--- src/rtl/viterbi_dec_if.sv ---
// Symbol-in / bit-out bundle for the Viterbi decoder.
// The master drives received symbols, the slave returns decoded bits.
interface viterbi_dec_if;
    logic [1:0] i_data;
    logic       i_valid;
    logic       o_data;
    logic       o_valid;

    modport master (
        output i_data,
        output i_valid,
        input  o_data,
        input  o_valid
    );

    modport slave (
        input  i_data,
        input  i_valid,
        output o_data,
        output o_valid
    );
endinterface

--- src/rtl/viterbi_dec.sv ---
// Hard-decision rate-1/2 Viterbi decoder, register-exchange survivors.
// All states run ACS in parallel; one decoded bit per symbol after D-1.
module viterbi_dec #(
    parameter int                        p_size_polinom  = 3,
    parameter logic [p_size_polinom-1:0] p_polinom_0     = 3'b111,
    parameter logic [p_size_polinom-1:0] p_polinom_1     = 3'b101,
    parameter logic [p_size_polinom-1:0] p_defoult_state = 3'b000,
    parameter int                        p_depth         = 16,
    parameter int                        p_metric_w      = 8,
    parameter int                        p_init_metric   = 8
) (
    input  logic          i_clk,
    input  logic          i_reset_n,
    viterbi_dec_if.slave  bus
);
    localparam int K  = p_size_polinom;
    localparam int SW = K - 1;
    localparam int N  = 2 ** SW;
    localparam int D  = p_depth;
    localparam int MW = p_metric_w;
    localparam int CW = $clog2(D + 1);
    localparam int START = int'(p_defoult_state[K-2:0]);

    logic [MW-1:0] metric [N];
    logic [D-1:0]  path   [N];
    logic [MW-1:0] m_nxt  [N];
    logic [D-1:0]  p_nxt  [N];
    logic [CW-1:0] fill;
    logic          upd_q;
    logic [MW-1:0] m_min;
    logic [SW-1:0] s_best;

    function automatic logic [1:0] bmet(
        input logic [K-1:0] w,
        input logic [1:0]   rx
    );
        logic [1:0] d;
        d = {^(w & p_polinom_1), ^(w & p_polinom_0)} ^ rx;
        return {1'b0, d[0]} + {1'b0, d[1]};
    endfunction

    // lowest index wins ties, so only a strictly smaller metric moves it
    always_comb begin
        m_min  = metric[0];
        s_best = '0;
        for (int s = 1; s < N; s++) begin
            if (metric[s] < m_min) begin
                m_min  = metric[s];
                s_best = SW'(s);
            end
        end
    end

    for (genvar g = 0; g < N; g++) begin : g_acs
        localparam int P0 = g / 2;
        localparam int P1 = g / 2 + N / 2;
        localparam logic B = 1'(g % 2);
        localparam logic [K-1:0] W0 = K'(P0 * 2 + g % 2);
        localparam logic [K-1:0] W1 = K'(P1 * 2 + g % 2);

        logic [MW-1:0] c0;
        logic [MW-1:0] c1;
        logic          sel;

        assign c0  = metric[P0] + MW'(bmet(W0, bus.i_data));
        assign c1  = metric[P1] + MW'(bmet(W1, bus.i_data));
        assign sel = c1 < c0;

        assign m_nxt[g] = (sel ? c1 : c0) - m_min;
        assign p_nxt[g] = sel ? {path[P1][D-2:0], B}
                              : {path[P0][D-2:0], B};
    end

    always_ff @(posedge i_clk or negedge i_reset_n) begin
        if (!i_reset_n) begin
            for (int s = 0; s < N; s++) begin
                metric[s] <= (s == START) ? '0 : MW'(p_init_metric);
                path[s]   <= '0;
            end
            fill        <= '0;
            upd_q       <= 1'b0;
            bus.o_data  <= 1'b0;
            bus.o_valid <= 1'b0;
        end else begin
            bus.o_valid <= upd_q;
            bus.o_data  <= path[s_best][D-1];
            upd_q       <= 1'b0;
            if (bus.i_valid) begin
                for (int s = 0; s < N; s++) begin
                    metric[s] <= m_nxt[s];
                    path[s]   <= p_nxt[s];
                end
                if (fill != CW'(D))
                    fill <= fill + 1'b1;
                upd_q <= fill >= CW'(D - 1);
            end
        end
    end
endmodule
--- src/flat_wrapper.sv ---
// flat-port wrapper written by rule: the top's interface ports become plain ports
module viterbi_dec_flat 
#(
    parameter int                        p_size_polinom  = 3,
    parameter logic [p_size_polinom-1:0] p_polinom_0     = 3'b111,
    parameter logic [p_size_polinom-1:0] p_polinom_1     = 3'b101,
    parameter logic [p_size_polinom-1:0] p_defoult_state = 3'b000,
    parameter int                        p_depth         = 16,
    parameter int                        p_metric_w      = 8,
    parameter int                        p_init_metric   = 8
)
  (i_clk, i_reset_n, bus_i_data, bus_i_valid, bus_o_data, bus_o_valid);
  viterbi_dec_if bus_i ();
  input  logic i_clk;
  input  logic i_reset_n;
  input wire logic [$bits(bus_i.i_data)-1:0] bus_i_data;
  input wire logic [$bits(bus_i.i_valid)-1:0] bus_i_valid;
  output wire logic [$bits(bus_i.o_data)-1:0] bus_o_data;
  output wire logic [$bits(bus_i.o_valid)-1:0] bus_o_valid;
  assign bus_i.i_data = bus_i_data;
  assign bus_i.i_valid = bus_i_valid;
  assign bus_o_data = bus_i.o_data;
  assign bus_o_valid = bus_i.o_valid;
  viterbi_dec #(.p_size_polinom(p_size_polinom), .p_polinom_0(p_polinom_0), .p_polinom_1(p_polinom_1), .p_defoult_state(p_defoult_state), .p_depth(p_depth), .p_metric_w(p_metric_w), .p_init_metric(p_init_metric)) u_core (.i_clk(i_clk), .i_reset_n(i_reset_n), .bus(bus_i));
endmodule
--- config.mk ---
export PLATFORM = sky130hd
export DESIGN_NAME = viterbi_dec_flat
export DESIGN_NICKNAME = d
export VERILOG_FILES = /design/src/rtl/viterbi_dec_if.sv /design/src/rtl/viterbi_dec.sv /design/src/flat_wrapper.sv
export SDC_FILE = /design/constraint.sdc
export NUM_CORES = 1
export LEC_CHECK = 0
export ABC_AREA = 1
export ABC_CLOCK_PERIOD_IN_PS = 6000
export CELL_PAD_IN_SITES_DETAIL_PLACEMENT = 1
export CELL_PAD_IN_SITES_GLOBAL_PLACEMENT = 1
export CORE_UTILIZATION = 43
export CTS_CLUSTER_SIZE = 8
export DETAILED_ROUTE_END_ITERATION = 8
export GPL_ROUTABILITY_DRIVEN = 0
export GPL_TIMING_DRIVEN = 0
export HOLD_SLACK_MARGIN = 0.02
export PLACE_DENSITY = 0.81
export SYNTH_ARGS = -nofsm -noshare
export SYNTH_HDL_FRONTEND = slang
export SYNTH_SLANG_ARGS = --single-unit
--- constraint.sdc ---
create_clock -name i_clk -period 6 [get_ports i_clk]
set_input_delay 0.6 -clock i_clk [delete_from_list [all_inputs] [get_ports i_clk]]
set_output_delay 0.6 -clock i_clk [all_outputs]
set_load 0.01 [all_outputs]
# Word level (Yosys, flattened, before mapping)
# Cells that the tools add are included.
op_classes:
  add_sub_neg: 17
  multipliers: 0
  div: 0
  order_cmp: 9
  eq_ne: 1
  shifts: 0
  muxes: 18
  bitwise_logic: 4
  n_reduce_logical: 1
ops:
  columns: ["cell", "count"]
  rows:
  - ["16-bit two-way mux", 6]
  - ["8-bit by 2-bit adder with 8-bit output", 8]
  - ["8-bit < comparator", 7]
  - ["8-bit two-way mux", 7]
  - ["16-bit binary-select mux with 2-bit select", 1]
  - ["8-bit subtractor", 4]
  - ["1-bit by 1-bit adder with 2-bit output", 4]
  - ["5-bit by 1-bit adder with 5-bit output (second input constant)", 1]
  - ["5-bit by 4-bit >= comparator with 1-bit output (second input constant)", 1]
  - ["5-bit inequality test (second input constant)", 1]
  - ["2-bit two-way mux", 2]
  - ["3-bit >= comparator (second input constant)", 1]
  - ["2-bit NOT with 3-bit output", 1]
  - ["1-bit two-way mux", 2]
  - ["1-bit NOT", 2]
  - ["2-bit NOT", 1]
  - ["2-bit AND reduction", 1]
word_totals:
  regBits: 104
  latch_bits: 0
  ram_bits: 0
  rom_bits: 0
  input_bits: 5
  out_inout_bits: 2
  elab_cells: 62
  n_memories: 0

# Longest topological paths before layout
# Gate-level depths: netlist of the first run.
depth:
  ltp_word: 10
  ltp_mapped: 43
  mapped_depth_nobuf: 40

# Worst setup path before layout of the first run
# OpenSTA, ideal clock, no wires.
synth_timing:
  kind: "register -> register"
  from: "register u_core.metric[29] (netlist bit)"
  to: "register u_core.metric[7] (netlist bit)"
  t_arrival_ns: 5.527
  t_required_ns: 5.883
  path_slack_ns: 0.355
  stages_incl_launch_ff: 33
  n_path_buf: 4
  synth_period_minus_slack_ns: 5.645
  path_cell_list: "dfrtp_1 -> clkbuf_1 -> inv_1 -> ha_1 -> a21oi_1 -> o21a_1 -> nand2_4 -> clkbuf_1 -> o21ai_0 -> ha_1 -> a21oi_1 -> nor2_1 -> a211oi_1 -> nand2_4 -> clkbuf_1 -> nand2_1 -> o21a_1 -> inv_1 -> ha_1 -> a21oi_1 -> nor2_1 -> a211oi_1 -> nand2_4 -> buf_6 -> o21ai_0 -> ha_1 -> inv_1 -> nor2_1 -> and2_1 -> nand2_1 -> nand3_1 -> nand3_1 -> nand2_1"
synth_between:
  elab_chain_cells: 7
synth_rtl:
  columns: ["item", "line_no", "rtl"]
  rows:
  - ["start, declared", "viterbi_dec.sv:24", "logic [MW-1:0] metric [N];"]
  - ["start signal, assigned by index", "viterbi_dec.sv:77", "metric[s] <= (s == START) ? '0 : MW'(p_init_metric);"]
  - ["start signal, assigned by index", "viterbi_dec.sv:90", "metric[s] <= m_nxt[s];"]
  - ["8-bit < comparator", "viterbi_dec.sv:47", "if (metric[s] < m_min) begin"]
  - ["8-bit two-way mux (*)", "viterbi_dec.sv:47", null]
  - ["8-bit < comparator", "viterbi_dec.sv:47", null]
  - ["8-bit two-way mux (*)", "viterbi_dec.sv:47", null]
  - ["8-bit < comparator", "viterbi_dec.sv:47", null]
  - ["8-bit two-way mux (*)", "viterbi_dec.sv:47", null]
  - ["8-bit subtractor (*)", "viterbi_dec.sv:69", "assign m_nxt[g] = (sel ? c1 : c0) - m_min;"]
# Every way passes the cells marked *; elsewhere a longest branch is shown, timed or not.
# A chain may end at the register's enable or synchronous reset.

# Final worst setup path of the first run
layout_timing:
  from: "input port bus_i_data[0]"
  to: "register u_core.metric[7] (netlist bit)"
layout_between:
  elab_chain_cells: 6
  word_cells_on_any_way: 8
  cone_classes: "add/sub (5); order compare (1); mux (1); bitwise (1)"
layout_rtl:
  columns: ["item", "line_no", "rtl"]
  rows:
  - ["start, declared", "flat_wrapper.sv:16", "input wire logic [$bits(bus_i.i_data)-1:0] bus_i_data;"]
  - ["1-bit NOT (no source line)", null, null]
  - ["1-bit by 1-bit adder with 2-bit output", "viterbi_dec.sv:39", "return {1'b0, d[0]} + {1'b0, d[1]};"]
  - ["8-bit by 2-bit adder with 8-bit output", "viterbi_dec.sv:66", "assign c1 = metric[P1] + MW'(bmet(W1, bus.i_data));"]
  - ["8-bit < comparator", "viterbi_dec.sv:67", "assign sel = c1 < c0;"]
  - ["8-bit two-way mux (*)", "viterbi_dec.sv:69", null]
  - ["8-bit subtractor (*)", "viterbi_dec.sv:69", null]
# Marked as above.

==> metrics, run 1 <==
CP most frequent cell=nand2_1; reg2reg start=u_core.metric[31]; htree depth=3; Crit path max-delay family=buffers and inverters; Worst R2R End=u_core.metric[12]; fin. max-slew vios=0; Rel. slew slack=44.5%; wire per inst=around 18 um; WP data arrival=between 5 and 6 ns; Synth Register Bits=between 90 and 100; Place WS=-1.46 ns; Post-DP Area=9180 um2; Residual DRC=0; top post-synthesis cells by area=dfrtp_1 27%, nand2_1 14%, ha_1 12%; Mapped Avg Cell Area=roughly 6.8 um2; FMAX=~0.18 GHz; unrepaired setup endpoints after global routing=false; initial antenna violation count=0; Post-Syn Instances=approximately 1300; Max Cap Viol=0; Die ar.=21000 um2; DR iter-0 viols=447; clock latency on the worst-skew pair=roughly 0.37 ns; worst-margin pin slew=0.833 ns; Worst Reg-to-Reg Cells=33; YS warnings=0; critical path required time=roughly 6.3 ns; number of routed nets with antenna violations=0; Clock Tree Buf Depth=2; area share of the largest cell type after synthesis=approximately 27%; ys async rst share=100%; clock slew at reported path FFs=around 0.080 ns; Die H=roughly 140 um; first-pass GRT wire length=~46 mm; Design Area, Final=around 9500 um2; DIE WIDTH=~140 um; total vias in the final route=about 8600; Yosys cell types=37; overall routing resource usage=29.3%; Worst Setup End Kind=register; Hold Fails Final Rpt=0; CP peak stage delay=0.55 ns; Yosys top cell by area=dfrtp_1; critical path class=in2reg; cell area after synthesis=roughly 8800 um2; Setup Skew=0.0124 ns; n_diodes=0; final hold slack=0.233 ns; CP Buf/Inv Count=7; total gr overflow=0; CTS buffer count=9; # port buffers=5; R2R setup slack=around 0.46 ns; DRT Pass-1 Iters=5; final worst slack=0.361 ns; hold crit path type=in2async; Via-to-Cell Ratio=~5.5; Starting Density=around 44%; critical path peak fanout=10; ys flop type=dfrtp_1; share of cells above drive strength 1=under 10%; sequential area share after synthesis=between 20% and 30%; Setup Viol. Count Final=0; # fillers=between 2000 and 3000; nets@finish=~1400; EDFF count, synth=0; syn_nets=approximately 1400; IO Pins=7; vias in the first global route=around 9000; CP max stage cell=buf_1; minimum clock period after layout=between 5 and 6 ns; CTS tree=done; HPWL after DPL=roughly 23 mm; status=finished, final reports clean; Startpoint Class=input pin; period utilization=94.0%; Area growth syn-to-layout=8.71%; clock sink total=99; core area=a little under 20000 um2; WL final=29.0 mm; # rows=between 50 and 60; largest net degree at the start of global routing=roughly 60; clk root buf=clkbuf_16
==> how the worst max path moves through the flow <==
stage	endpoint	slack (ns)	cells after the start	startpoint
floorplan	u_core.metric[7]	0.36	32	u_core.metric[29]
global placement	u_core.metric[7]	-1.40	32	u_core.metric[29]
CTS	u_core.metric[23]	0.07	30	u_core.metric[31]
global route	u_core.metric[23]	0.05	31	u_core.metric[31]
detailed placement	u_core.metric[7]	-1.46	32	u_core.metric[29]
finish	u_core.metric[7]	0.36	26	bus_i_data[0]
==> per-stage QoR <==
stage	std cells	utilization (%)	TNS, ns
after floorplan	1284	-	0
after global placement	1554	46.4	-27.42
after detailed placement	1555	46.6	-30.56
after CTS	1569	48.3	0
after global routing	1569	48.4	0
final	1569	48.4	0
==> cell usage after synthesis, types with 5 or more instances <==
library cell	count
xor2_1	52
nand2_1	317
o21ai_0	168
nand2_2	11
inv_2	6
nor2_1	92
o211ai_1	5
a21oi_1	60
dfrtp_1	96
o21a_1	7
nand4_1	13
xnor2_1	6
inv_1	169
o21bai_1	5
o21ai_1	8
nand2_4	7
fa_1	8
clkbuf_1	36
buf_2	5
ha_1	83
nand3_1	91
==> registers in the layout, summed over array words and instances (netlist names) <==
register / cells
u_core.fill: 5
u_core.bus.o_valid: 1
u_core.metric: 32
u_core.path: 59
u_core.bus.o_data: 1
u_core.upd_q: 1
==> worst register-to-register path: cells and delay by family (launching register included) <==
family / cells / cell delay, ns
AO/OA/AOI/OAI: 8 / 1.64
AND/OR/NAND/NOR: 15 / 1.61
adder cells (fa/ha/maj): 4 / 1.05
buffers and inverters: 6 / 0.71
flip-flops: 1 / 0.46
==> layer usage <==
layer | global-route usage, % | part of all wire, % | vias up
met5 | 0 | 0 | -
met4 | 9.86 | 2.4 | 0
li1 | - | - | 4169
met1 | 38.4 | 47 | 4241
met3 | 2.30 | 2.8 | 45
met2 | 50.9 | 48 | 144
==> area by class of cell <==
class,count,area [um2],area share [%]
Buffer,44,189,1.98
Clock buffer,9,225,2.36
Clock inverter,7,93.8,0.984
Inverter,177,664,6.97
Multi-Input combinational cell,961,5470,57.3
Sequential cell,99,2480,26.0
Tap cell,265,332,3.48
Timing Repair Buffer,7,82.6,0.866
==> logic make-up after synthesis <==
kind of cell	count (synthesis)	synth area share, %
DFF	99	28.3
and+or+nand+nor	549	26.7
AOI/OAI and AO/OA	263	15.7
buffers and inverters	224	9.83
xor gates and xnor gates	58	5.79
adders and majority gates	91	13.7
==> cells in the final DEF (no fill, tap or decap), types with 4 or more instances in the layout <==
cell	instances
nand2_1	315
inv_1	169
o21ai_0	165
dfrtp_1	95
nor2_1	92
nand3_1	91
ha_1	83
a21oi_1	59
xor2_1	52
clkbuf_1	33
nand4_1	13
nand2_2	13
o21ai_1	10
clkbuf_16	9
fa_1	8
nand2_4	7
o21a_1	6
inv_2	6
xnor2_1	6
o211ai_1	5
o21bai_1	5
buf_2	4
buf_1	4
a31oi_1	4
clkdlybuf4s50_1	4
==> timing repair <==
| item | in CTS | in global routing |
|---|---|---|
| gates resized for setup | 9 | 5 |
| buffers inserted | 0 | 1 |
| pin swaps | 0 | 1 |
| setup endpoints to repair | 33 | 21 |
| hold buffers | 0 | 0 |
Power of run 1 is not shown: default switching activity piles up to over one toggle a cycle in this logic, so the estimate is an artifact.
==> run 2: changes to the inputs <==
--- a/config.mk
+++ b/config.mk
@@ -6,7 +6,6 @@
 export NUM_CORES = 1
 export LEC_CHECK = 0
 export ABC_AREA = 1
-export ABC_CLOCK_PERIOD_IN_PS = 6000
 export CELL_PAD_IN_SITES_DETAIL_PLACEMENT = 1
 export CELL_PAD_IN_SITES_GLOBAL_PLACEMENT = 1
 export CORE_UTILIZATION = 43
==> results of run 2 <==
Same layout as run 1: the final DEF is identical, and so are final timing and power.
Power of run 2 is left out for the same reason.
